## config.mk

```make
export PLATFORM = sky130hd
export DESIGN_NAME = rx_ctrl_flat
export DESIGN_NICKNAME = d
export VERILOG_FILES = /design/src/rtl/rx_ctrl_if.sv /design/src/rtl/rx_ctrl.sv /design/src/flat_wrapper.sv
export SDC_FILE = /design/constraint.sdc
export NUM_CORES = 1
export LEC_CHECK = 0
export ABC_CLOCK_PERIOD_IN_PS = 2100
export CAP_MARGIN = 20
export CORE_UTILIZATION = 50
export CTS_CLUSTER_DIAMETER = 30
export DETAILED_ROUTE_END_ITERATION = 7
export PLACE_DENSITY_LB_ADDON = 0.1
export SYNTH_ARGS = -nofsm -noshare
export SYNTH_HDL_FRONTEND = slang
export SYNTH_SLANG_ARGS = --single-unit
export TNS_END_PERCENT = 20
```

## constraint.sdc

```tcl
create_clock -name clk -period 2.1 [get_ports clk]
set_input_delay 0.42 -clock clk [delete_from_list [all_inputs] [get_ports clk]]
set_output_delay 0.42 -clock clk [all_outputs]
set_load 0.01 [all_outputs]
```

## src/rtl/rx_ctrl_if.sv

```systemverilog
// Bundle between the UART receive control stage and its neighbours: the raw serial
// line in, and the bit-timing and sample signals out to the receive datapath.
interface rx_ctrl_if;
  logic       rx_line;
  logic       rx_en;
  logic [9:0] bit_cnto;
  logic       rx_bit;
  logic       rx_done;
  logic       frame_err;

  // master: the control stage; slave: the line source and datapath side
  modport master (input rx_line, output rx_en, bit_cnto, rx_bit, rx_done, frame_err);
  modport slave  (output rx_line, input rx_en, bit_cnto, rx_bit, rx_done, frame_err);
endinterface

```

## src/rtl/rx_ctrl.sv

```systemverilog
// UART receive control: line synchroniser, start-bit qualification, mid-bit sampling
// and bit indexing for an 8N1 frame. Reports completed frames and bad stop bits.
module rx_ctrl #(
  parameter int CLKS_PER_BIT = 434
) (
  input  logic         clk,
  input  logic         rst,
  rx_ctrl_if.master    bus,
  output logic [2:0]   state_dbg
);
  localparam int CNT_W = $clog2(CLKS_PER_BIT);
  localparam logic [CNT_W-1:0] FULL_LAST = CNT_W'(CLKS_PER_BIT - 1);
  localparam logic [CNT_W-1:0] HALF_LAST = CNT_W'(CLKS_PER_BIT / 2 - 1);

  typedef enum logic [2:0] {
    IDLE  = 3'd0,
    START = 3'd1,
    DATA  = 3'd2,
    STOP  = 3'd3,
    DONE  = 3'd4,
    BREAK = 3'd5
  } state_e;

  state_e           state_q, state_d;
  logic             sync1_q, sync2_q;
  logic             line_s;
  logic [CNT_W-1:0] cnt_q, cnt_d;
  logic [3:0]       bit_cnt_q, bit_cnt_d;
  logic             rx_en_q, rx_en_d;
  logic             rx_bit_q, rx_bit_d;
  logic             rx_done_q, rx_done_d;
  logic             frame_err_q, frame_err_d;

  assign line_s = sync2_q;

  always_comb begin
    state_d     = state_q;
    cnt_d       = cnt_q + 1'b1;
    bit_cnt_d   = bit_cnt_q;
    rx_en_d     = rx_en_q;
    rx_bit_d    = rx_bit_q;
    rx_done_d   = 1'b0;
    frame_err_d = frame_err_q;
    case (state_q)
      IDLE: begin
        rx_en_d = 1'b0;
        cnt_d   = '0;
        if (!line_s) state_d = START;
      end
      START: begin
        if (cnt_q == HALF_LAST) begin
          cnt_d = '0;
          // A line back high at the half-bit point was a glitch, not a start bit
          if (!line_s) begin
            bit_cnt_d   = 4'd0;
            rx_bit_d    = 1'b0;
            rx_en_d     = 1'b1;
            frame_err_d = 1'b0;
            state_d     = DATA;
          end else begin
            state_d = IDLE;
          end
        end
      end
      DATA: begin
        if (cnt_q == FULL_LAST) begin
          cnt_d     = '0;
          rx_bit_d  = line_s;
          bit_cnt_d = bit_cnt_q + 4'd1;
          if (bit_cnt_q == 4'd7) state_d = STOP;
        end
      end
      STOP: begin
        if (cnt_q == FULL_LAST) begin
          cnt_d     = '0;
          rx_bit_d  = line_s;
          bit_cnt_d = 4'd9;
          state_d   = DONE;
        end
      end
      DONE: begin
        cnt_d = '0;
        if (rx_bit_q) begin
          rx_done_d = 1'b1;
          state_d   = IDLE;
        end else begin
          frame_err_d = 1'b1;
          state_d     = BREAK;
        end
      end
      BREAK: begin
        // Held-low line must return high before another start can be armed
        rx_en_d = 1'b0;
        cnt_d   = '0;
        if (line_s) state_d = IDLE;
      end
      default: begin
        cnt_d   = '0;
        state_d = IDLE;
      end
    endcase
  end

  always_ff @(posedge clk) begin
    if (!rst) begin
      state_q     <= IDLE;
      sync1_q     <= 1'b1;
      sync2_q     <= 1'b1;
      cnt_q       <= '0;
      bit_cnt_q   <= 4'd0;
      rx_en_q     <= 1'b0;
      rx_bit_q    <= 1'b1;
      rx_done_q   <= 1'b0;
      frame_err_q <= 1'b0;
    end else begin
      state_q     <= state_d;
      sync1_q     <= bus.rx_line;
      sync2_q     <= sync1_q;
      cnt_q       <= cnt_d;
      bit_cnt_q   <= bit_cnt_d;
      rx_en_q     <= rx_en_d;
      rx_bit_q    <= rx_bit_d;
      rx_done_q   <= rx_done_d;
      frame_err_q <= frame_err_d;
    end
  end

  assign bus.rx_en     = rx_en_q;
  assign bus.bit_cnto  = {6'd0, bit_cnt_q};
  assign bus.rx_bit    = rx_bit_q;
  assign bus.rx_done   = rx_done_q;
  assign bus.frame_err = frame_err_q;
  assign state_dbg     = state_q;
endmodule

```

## src/flat_wrapper.sv

```systemverilog
// flat-port wrapper written by rule: the top's interface ports become plain ports
module rx_ctrl_flat 
#(
  parameter int CLKS_PER_BIT = 434
)
  (clk, rst, state_dbg, bus_rx_line, bus_rx_en, bus_bit_cnto, bus_rx_bit, bus_rx_done, bus_frame_err);
  rx_ctrl_if bus_i ();
  input  logic clk;
  input  logic rst;
  output logic [2:0] state_dbg;
  input wire logic [$bits(bus_i.rx_line)-1:0] bus_rx_line;
  output wire logic [$bits(bus_i.rx_en)-1:0] bus_rx_en;
  output wire logic [$bits(bus_i.bit_cnto)-1:0] bus_bit_cnto;
  output wire logic [$bits(bus_i.rx_bit)-1:0] bus_rx_bit;
  output wire logic [$bits(bus_i.rx_done)-1:0] bus_rx_done;
  output wire logic [$bits(bus_i.frame_err)-1:0] bus_frame_err;
  assign bus_i.rx_line = bus_rx_line;
  assign bus_rx_en = bus_i.rx_en;
  assign bus_bit_cnto = bus_i.bit_cnto;
  assign bus_rx_bit = bus_i.rx_bit;
  assign bus_rx_done = bus_i.rx_done;
  assign bus_frame_err = bus_i.frame_err;
  rx_ctrl #(.CLKS_PER_BIT(CLKS_PER_BIT)) u_core (.clk(clk), .rst(rst), .bus(bus_i), .state_dbg(state_dbg));
endmodule
```

; Yosys cells after proc, flatten, opt, wreduce, memory -nomap -nowiden
; Cells that the tools add are included.
[classes]
n_mul = 0
n_reduce_logical = 13
n_mux = 27
order_cmp = 0
n_div = 0
eq_ne = 17
n_shift = 0
add_sub_neg = 2
n_bitwise = 0
[ops]
columns = operator, count
row1 = 3-bit two-way mux, 7
row2 = 9-bit two-way mux, 2
row3 = 3-bit one-hot mux with 6 select lines, 1
row4 = 9-bit one-hot mux with 2 select lines, 1
row5 = 4-bit two-way mux, 4
row6 = "2-bit by 1-bit inequality test with 1-bit output, second input constant", 6
row7 = 4-bit one-hot mux with 3 select lines, 1
row8 = "9-bit by 1-bit adder with 9-bit output, second input constant", 1
row9 = "9-bit by 8-bit == test with 1-bit output, second input constant", 1
row10 = "9-bit == test, second input constant", 1
row11 = 4-bit AND reduction, 2
row12 = 1-bit two-way mux, 7
row13 = "3-bit by 2-bit == test with 1-bit output, second input constant", 2
row14 = "3-bit == test, second input constant", 2
row15 = "2-bit inequality test, second input constant", 3
row16 = 1-bit one-hot mux with 2 select lines, 3
row17 = 6-bit AND reduction, 1
row18 = 2-bit nonzero test, 3
row19 = 5-bit AND reduction, 1
row20 = "4-bit by 1-bit adder with 4-bit output, second input constant", 1
row21 = "4-bit by 3-bit == test with 1-bit output, second input constant", 1
row22 = 2-bit OR reduction, 2
row23 = "3-bit by 1-bit == test with 1-bit output, second input constant", 1
row24 = 3-bit zero test, 1
row25 = 4 further kinds, 4
[totals]
latch_bits = 0
romBits = 0
n_memories = 0
word_cells = 68
mem_bits_rw = 0
in_bits = 3
register_bits = 22

; Longest topological paths before layout
; Gate-level depths: netlist of the first run.
[logic_depth]
word_depth = 4
ltp_mapped = 6

; Least setup slack after synthesis of the first run
; No wires, ideal clock.
[synth_path]
path_kind = reg2reg
start = register u_core.cnt_q[0]
end = register u_core.bit_cnt_q[2]
setup_ns = 0.122
stages_incl_launch_ff = 7
required_ns = 1.978
path_slack_ns = 0.440
path_buffers = 0
arrival_time_ns = 1.538
period_less_slack_ns = 1.660
path_cell_list = dfxtp_1 -> inv_1 -> ha_1 -> and4b_2 -> a21boi_1 -> nor2_1 -> a311o_1
[synth_between]
elab_chain_cells = 3
word_cells_on_any_way = 6
[synth_lines]
columns = element, line
row1 = start: declaration, rx_ctrl.sv:27  ; logic [CNT_W-1:0] cnt_q, cnt_d;
row2 = start signal: assignment, rx_ctrl.sv:119  ; cnt_q <= cnt_d;
row3 = 9-bit == test / 9-bit by 8-bit == test with 1-bit output (equally long branches), "rx_ctrl.sv:66, rx_ctrl.sv:74, rx_ctrl.sv:51"
row4 = 2-bit by 1-bit inequality test with 1-bit output (no source line), -
row5 = 5-bit AND reduction (no source line) (*), -
row6 = end signal: assignment, rx_ctrl.sv:120  ; bit_cnt_q <= bit_cnt_d;
row7 = end: declaration, rx_ctrl.sv:28  ; logic [3:0] bit_cnt_q, bit_cnt_d;
; Mark *: on every way between the ends. The rest lies on a longest branch, timed or not.
; A chain may end at the register's enable or synchronous reset.

; Worst setup path after layout of the first run
[layout_path]
start = register u_core.state_q[1], in the netlist u_core.state_dbg[1]
end = output port state_dbg[1]
[layout_rtl]
columns = element, line
row1 = start: declaration, rx_ctrl.sv:24  ; state_e state_q, state_d;
row2 = start signal: assignment, rx_ctrl.sv:116  ; state_q <= state_d;
row3 = end: declaration, flat_wrapper.sv:10  ; output logic [2:0] state_dbg;
; No word-level cell between the ends.

==> results.md, run 1 <==
* Outcome: completed
* Antenna violations before repair at 0
* Final hold slack at 0.4248 ns
* Drt drc at 0
* FF-to-FF End: u_core.bit_cnt_q[2]$_SDFFE_PN0P_
* Adder-cell area share of the yosys netlist at 4.004%
* Setup CP Type: register to output pin
* All-layer global routing usage at 22.29%
* Netlist cell types at 44
* Die height at 52 um
* Period utilization at 88.38%
* Largest family of logic cells by synthesized area: simple AND/OR/NAND/NOR gates
* Critical path's slowest cell: clkdlybuf4s50_1
* Switching share of power at 29.81%
* Layout cells sized above 1 at 12.99%
* Maximum vdd drop at 0.5072 mV
* Gate power share at 23.1%
* Synth warn at 0
* Sw Pwr at 0.2645 mW
* Clk root buf: clkbuf_4
* I/O pin count at 20
* Mux contribution to synthesized area at 3.203%
* Reg clk slew, reported paths at 0.11 ns
* Sequential power share at 50.8%
* Synthesized area at 1250 um^2
* EDFF count, synth at 0
* CP Data Arrival Time at 1.44 ns
* Unrepaired setup endpoints after global routing: no
* Internal Pwr Total at 0.6229 mW
* Bufs and invs on worst path at 1
* Count leader, synth: dfxtp_1
* Worst reg2reg path depth at 6
* Initial Util at 54.92%
* Peak Freq at 538.8 MHz
* Final setup violation count at 0
* Ant. Diodes at 0
* Yosys reg bits at 22
* Cts-stage hold buffer count at 0
* IO Port Bufs at 13
* Final Wtd Congestion at 0.7567
* FP Rows at 17
* Clock share of power at 26.1%
* Layout Nets at 162
* Crit Path Max Fanout at 16
* Largest net degree at the start of global routing at 17
* Vias in the first global route at 954
* Total power at 0.8874 mW
* Initial DRC count at 32
* Endpoints failing hold at 0
* Crit. path cell count at 1
* Pre-Repair DR Iteration Count at 4
* Worst min path class: register to register
* Core ar. at 2276 um^2
* Flop2flop setup slack at 0.27 ns
* Simple-Gate Fraction of Synth Area at 27.33%
* # clock sinks at 22
* Fin. max-slew vios at 0
* Post-CTS Setup Repair Bufs at 0
* Share of the synthesized area in the top cell type at 35.24%
* DRT antenna net count at 0
* CTS Buf Count at 3
* Crit path largest cell delay at 0.61 ns
* Sequential share of the synthesized area at 35.24%
* P per Cell Area at 622.2 nW/um^2
* Fin crit period at 1.856 ns
* Post-synth top flop: dfxtp_1
* Setup_tns at 0 ns
* Gr ovfl total at 0
* Via count at 1007
* Delay-heaviest family, CP: buffers and inverters
* Avg Vias per Cell at 5.533
* RR Startpoint: u_core.cnt_q[0]$_SDFF_PN0_
* Post-Synthesis Cells at 140
* Synthesis-to-layout area growth at 14.11%
* Total Wirelength at 2453 um
* Post-synthesis async set-or-reset flop share at 0%
* H-tree depth at 1
* Synth area leaders: dfxtp_1 35%, buf_4 4.8%, nor2_1 4.2%
* HPWL after detailed placement at 1831 um
* Wire length of the first global-routing pass at 4436 um
* Max-Cap Viols at 0
* Worst path cell trace: clkdlybuf4s50_1
* Post-Syn Area per Cell at 8.928 um^2
* Worst-Skew Late Latency at 0.31 ns
* Lkg Pwr at 0.5201 nW
* Compound-cell area share of the yosys netlist at 14.91%
* Post-CTS resize count at 0
* Area leader, netlist: dfxtp_1
* Required time of the critical path at 1.68 ns
* CTS Buffer Depth at 2
* CTS tree: done
* Commonest cells post-synth: 22 x dfxtp_1, 14 x nor2_1, 13 x nand2_1
* Wire per inst at 13.48 um
* Worst setup path start: u_core.state_dbg[1]$_SDFFE_PN0P_
* End of the critical path: state_dbg[1]
* CP Capture Type: output pin
* DIE AREA at 2704 um^2
* Die width at 52 um
* Clk_skew at 0.001685 ns
* Critical Path Start Type: register
* Post-synthesis xor/xnor area fraction at 6.306%
-- flip-flops by register name (all words and copies together), names as in the netlist --
name	cells
u_core.line_s	1
u_core.bus.rx_done	1
u_core.bit_cnt_q	4
u_core.sync1_q	1
u_core.state_dbg	3
u_core.cnt_q	9
u_core.bus.rx_bit	1
u_core.bus.rx_en	1
u_core.bus.frame_err	1
-- per-layer routing --
metal | track usage (%) | wire (um)
met1 | 30.59 | 1196
met2 | 34.62 | 1114
met3 | 3.801 | 105
met4 | 8.108 | 37
met5 | 0 | 0
-- logic make-up (layout without fill, tap and decap cells) --
| logic type | count (synthesis) | in the layout |
|---|---|---|
| DFF | 22 | 22 |
| AOI/OAI and AO/OA | 22 | 22 |
| buffers and inverters | 20 | 29 |
| and+or+nand+nor | 58 | 58 |
| adders and majority gates | 4 | 4 |
| xor gates and xnor gates | 9 | 9 |
| muxes | 4 | 4 |
| other | 1 | 6 |
-- power groups by stage --
stage | Combinational [mW] | Clock, mW | Sequential, mW
after floorplan | 0.149 | 0 | 0.458
after global placement | 0.198 | 0 | 0.460
after detailed placement | 0.205 | 0 | 0.460
after CTS | 0.205 | 0.245 | 0.451
after global routing | 0.230 | 0.262 | 0.455
final | 0.205 | 0.231 | 0.451
-- worst min path at each step --
stage	slack, ns	cells after the start	start	endpoint
5_1_grt	0.48	1	u_core.sync1_q$_SDFF_PN1_	u_core.line_s$_SDFF_PN1_
2_1_floorplan	0.39	1	u_core.sync1_q$_SDFF_PN1_	u_core.line_s$_SDFF_PN1_
4_1_cts	0.43	1	u_core.sync1_q$_SDFF_PN1_	u_core.line_s$_SDFF_PN1_
3_5_place_dp	0.40	1	u_core.sync1_q$_SDFF_PN1_	u_core.line_s$_SDFF_PN1_
3_3_place_gp	0.39	1	u_core.sync1_q$_SDFF_PN1_	u_core.line_s$_SDFF_PN1_
6_report	0.42	1	u_core.sync1_q$_SDFF_PN1_	u_core.line_s$_SDFF_PN1_
-- worst reg2reg max path, stage by stage (launching register included) --
cell and delay (ns):
dfxtp_1 0.42, inv_1 0.07, ha_1 0.19, and4b_2 0.23
a21boi_1 0.38, nor2_1 0.12, a311o_1 0.32
-- through the flow --
step           area (um^2)  utilization, %  worst slack, ns  cells
2_1_floorplan         1269               -           0.4398    145
3_3_place_gp          1389           61.02           0.3162    178
3_5_place_dp          1389           61.02           0.2776    178
4_1_cts               1425           62.62          0.04388    182
5_1_grt               1426           62.67           0.1254    182
6_report              1426           62.67           0.2441    182
-- final cells by class --
type	count	area, um^2
clock buffers	4	36.28
fillers	213	849.6
flip-flops and latches	22	441.7
well taps	28	35.03
inverters	7	26.28
repair buffers	18	167.7
multi-input cells	103	719.4
-- layout by cell type (no fill, tap or decap), types with 3 or more instances in the layout --
cell type / synthesis / layout
nor3_1: 3 / 3
xor2_1: 3 / 3
mux2i_1: 4 / 4
a21oi_1: 3 / 3
clkdlybuf4s50_1: 0 / 13
ha_1: 4 / 4
clkbuf_4: 0 / 3
xnor2_1: 6 / 6
dfxtp_1: 22 / 21
nand2_1: 13 / 13
nand3_1: 6 / 6
o21ai_0: 4 / 4
inv_1: 7 / 7
nand2b_1: 3 / 3
nand4_1: 3 / 3
nor2_1: 14 / 14
conb_1: 1 / 6
buf_4: 8 / 5
Power figures use the tool's default switching activity.
==> run 2: changes to the inputs <==
--- a/config.mk
+++ b/config.mk
@@ -5,9 +5,10 @@
 export SDC_FILE = /design/constraint.sdc
 export NUM_CORES = 1
 export LEC_CHECK = 0
-export ABC_CLOCK_PERIOD_IN_PS = 2100
+export ABC_CLOCK_PERIOD_IN_PS = 1600
 export CAP_MARGIN = 20
-export CORE_UTILIZATION = 50
+export CORE_MARGIN = 5
+export CORE_UTILIZATION = 47
 export CTS_CLUSTER_DIAMETER = 30
 export DETAILED_ROUTE_END_ITERATION = 7
 export PLACE_DENSITY_LB_ADDON = 0.1
==> constraint.sdc (replaced) <==
create_clock -name clk -period 1.6 [get_ports clk]
set_input_delay 0.32 -clock clk [delete_from_list [all_inputs] [get_ports clk]]
set_output_delay 0.32 -clock clk [all_outputs]
set_load 0.01 [all_outputs]
==> run 2 against run 1 <==
  * Sequential cell count unchanged
  * First-iteration DRC count up 3.1%
  * Final area up 14%
  * Setup slack worse by 0.23 ns
  * Critical endpoint is now u_core.cnt_q[7]$_SDFF_PN0_
  * Die area up 40%
  * Register-to-register slack worse by 0.26 ns
  * Sequential share of layout area down 2.8 points
  * Global-route usage down 5.6 points
==> results.md, run 2 (synthesis gave the netlist of run 1 again) <==
* Outcome: completed
* Largest net degree at the start of global routing at 15
* End-of-flow core utilization at 65.32%
* DRT antenna net count at 0
* Core ar. at 2500 um^2
* Required time of the critical path at 1.81 ns
* CP Capture Type: register
* Clk_skew at 0.001305 ns
* Critical path's slowest cell: o221ai_2
* Layout cells sized above 1 at 28.99%
* Wire length of the first global-routing pass at 4609 um
* I/O pin count at 20
* Layout Nets at 177
* Filler instances at 221
* Placed cell count at 195
* Period utilization at 99.08%
* Worst path cell trace: inv_1 > ha_1 > and4bb_4 > a41oi_4 > o221ai_2 > nor2_1
* Post-Place Cell Area at 1508 um^2
* CTS tree: done
* Avg Vias per Cell at 5.412
* # clock sinks at 22
* Final setup margin at 0.01476 ns
* Total Wirelength at 2829 um
* Unrepaired setup endpoints after global routing: yes
* All-layer global routing usage at 16.67%
* Fin area at 1633 um^2
* Most frequent cells in the layout: 20 x buf_4, 14 x nor2_1, 13 x nand2_1
* Cts-stage hold buffer count at 0
* Post-CTS Setup Repair Bufs at 0
* Reg clk slew, reported paths at 0.13 ns
* Worst min path class: register to register
* Gr ovfl total at 0
* FP Rows at 18
* Fin crit period at 1.585 ns
* Vias in the first global route at 1054
* Maximum vdd drop at 0.5773 mV
* Initial DRC count at 33
* Commonest non-fill, non-tap cell in the layout: buf_4
* Die width at 61.57 um
* Crit Path Max Fanout at 9
* Synthesis-to-layout area growth at 30.63%
* Die height at 61.57 um
* CP Data Arrival Time at 1.79 ns
* Largest register by flop count: u_core.cnt_q
* Pre-CTS WS at -0.09356 ns
* Initial Util at 50.00%
* Fin cells at 199
* Antenna violations before repair at 0
* Fin. max-slew vios at 0
* Worst-Skew Late Latency at 0.32 ns
* Crit path largest cell delay at 0.43 ns
* Final setup violation count at 0
* Clk root buf: clkbuf_4
* Peak Freq at 630.8 MHz
* Drt drc at 0
* IO Port Bufs at 13
* Critical Path Start Type: register
* Max reg flops at 9
* Setup CP Type: register to register
* Via count at 1077
* Pre-Repair DR Iteration Count at 4
* Ant. Diodes at 0
* Final Wtd Congestion at 0.8131
* Endpoints failing hold at 0
* HPWL after detailed placement at 2117 um
* P per Cell Area at 835.1 nW/um^2
* CTS Buffer Depth at 2
* Wire per inst at 14.22 um
* DIE AREA at 3791 um^2
* H-tree depth at 1
* Lkg Pwr at 0.7215 nW
* CTS Buf Count at 3
* Max-Cap Viols at 0
[run 2: cell count changes in the layout (fill, tap and decap cells not counted), sizes merged]
cell / delta
buf: +15
bufinv: +1
clkbuf: -1
clkdlybuf4s50: -8
dlygate4sd2: +2
dlymetal6s2s: +6
[run 2: layout make-up]
class | count | area (um^2) | area share (%)
multi-input cells | 103 | 763.2 | 46.74
well taps | 30 | 37.54 | 2.299
clock buffers | 3 | 22.52 | 1.379
inverters | 7 | 26.28 | 1.609
repair buffers | 33 | 292.8 | 17.93
flip-flops and latches | 22 | 460.4 | 28.20
clock inverters | 1 | 30.03 | 1.839
[run 2: metal layers]
layer / part of all wire [%] / vias to the layer above / track usage [%]
met3: 4.5 / 5 / 2.725
met4: 2.2 / 0 / 8.788
li1: - / 535 / -
met1: 45 / 507 / 20.03
met2: 48 / 30 / 28.25
met5: 0 / - / 0
[run 2: critical path, delay by kind of cell (launching register included)]
family / cells / cell delay (ns)
AND/OR/NAND/NOR: 2 / 0.37
flip-flops: 1 / 0.34
AO/OA/AOI/OAI: 2 / 0.56
buffers and inverters: 1 / 0.06
adder cells (fa/ha/maj): 1 / 0.14
[run 2: path summary, 6_finish.rpt]
check                             startpoint                    endpoint  slack, ns  cells after the start
setup reg to reg  u_core.cnt_q[1]$_SDFF_PN0_  u_core.cnt_q[7]$_SDFF_PN0_       0.01                      6
setup / recovery  u_core.cnt_q[1]$_SDFF_PN0_  u_core.cnt_q[7]$_SDFF_PN0_       0.01                      6
hold / removal     u_core.sync1_q$_SDFF_PN1_    u_core.line_s$_SDFF_PN1_       0.43                      1
hold reg to reg    u_core.sync1_q$_SDFF_PN1_    u_core.line_s$_SDFF_PN1_       0.43                      1
[run 2: report_power, final]
| group | internal [mW] | leakage (nW) | switching (mW) |
|---|---|---|---|
| registers | 0.563 | 0.183 | 0.0195 |
| logic | 0.160 | 0.511 | 0.179 |
| clock network | 0.254 | 0.0279 | 0.188 |
| total | 0.977 | 0.721 | 0.386 |
[run 2: timing repair]
item / CTS / global route
pin swaps: 2 / 2
setup endpoints to repair: 20 / 23
gates resized for setup: 13 / 15
[run 2: metrics by stage]
| stage | TNS [ns] | hold slack [ns] | total power, mW |
|---|---|---|---|
| 5_1_grt | -0.8224 | 0.4701 | 1.427 |
| 4_1_cts | -0.009182 | 0.4291 | 1.345 |
| 3_3_place_gp | -0.01278 | 0.3926 | 0.8947 |
| 6_report | 0 | 0.4251 | 1.364 |
| 2_1_floorplan | -0.002576 | 0.3863 | 0.7998 |
| 3_5_place_dp | -0.3125 | 0.3981 | 0.8988 |
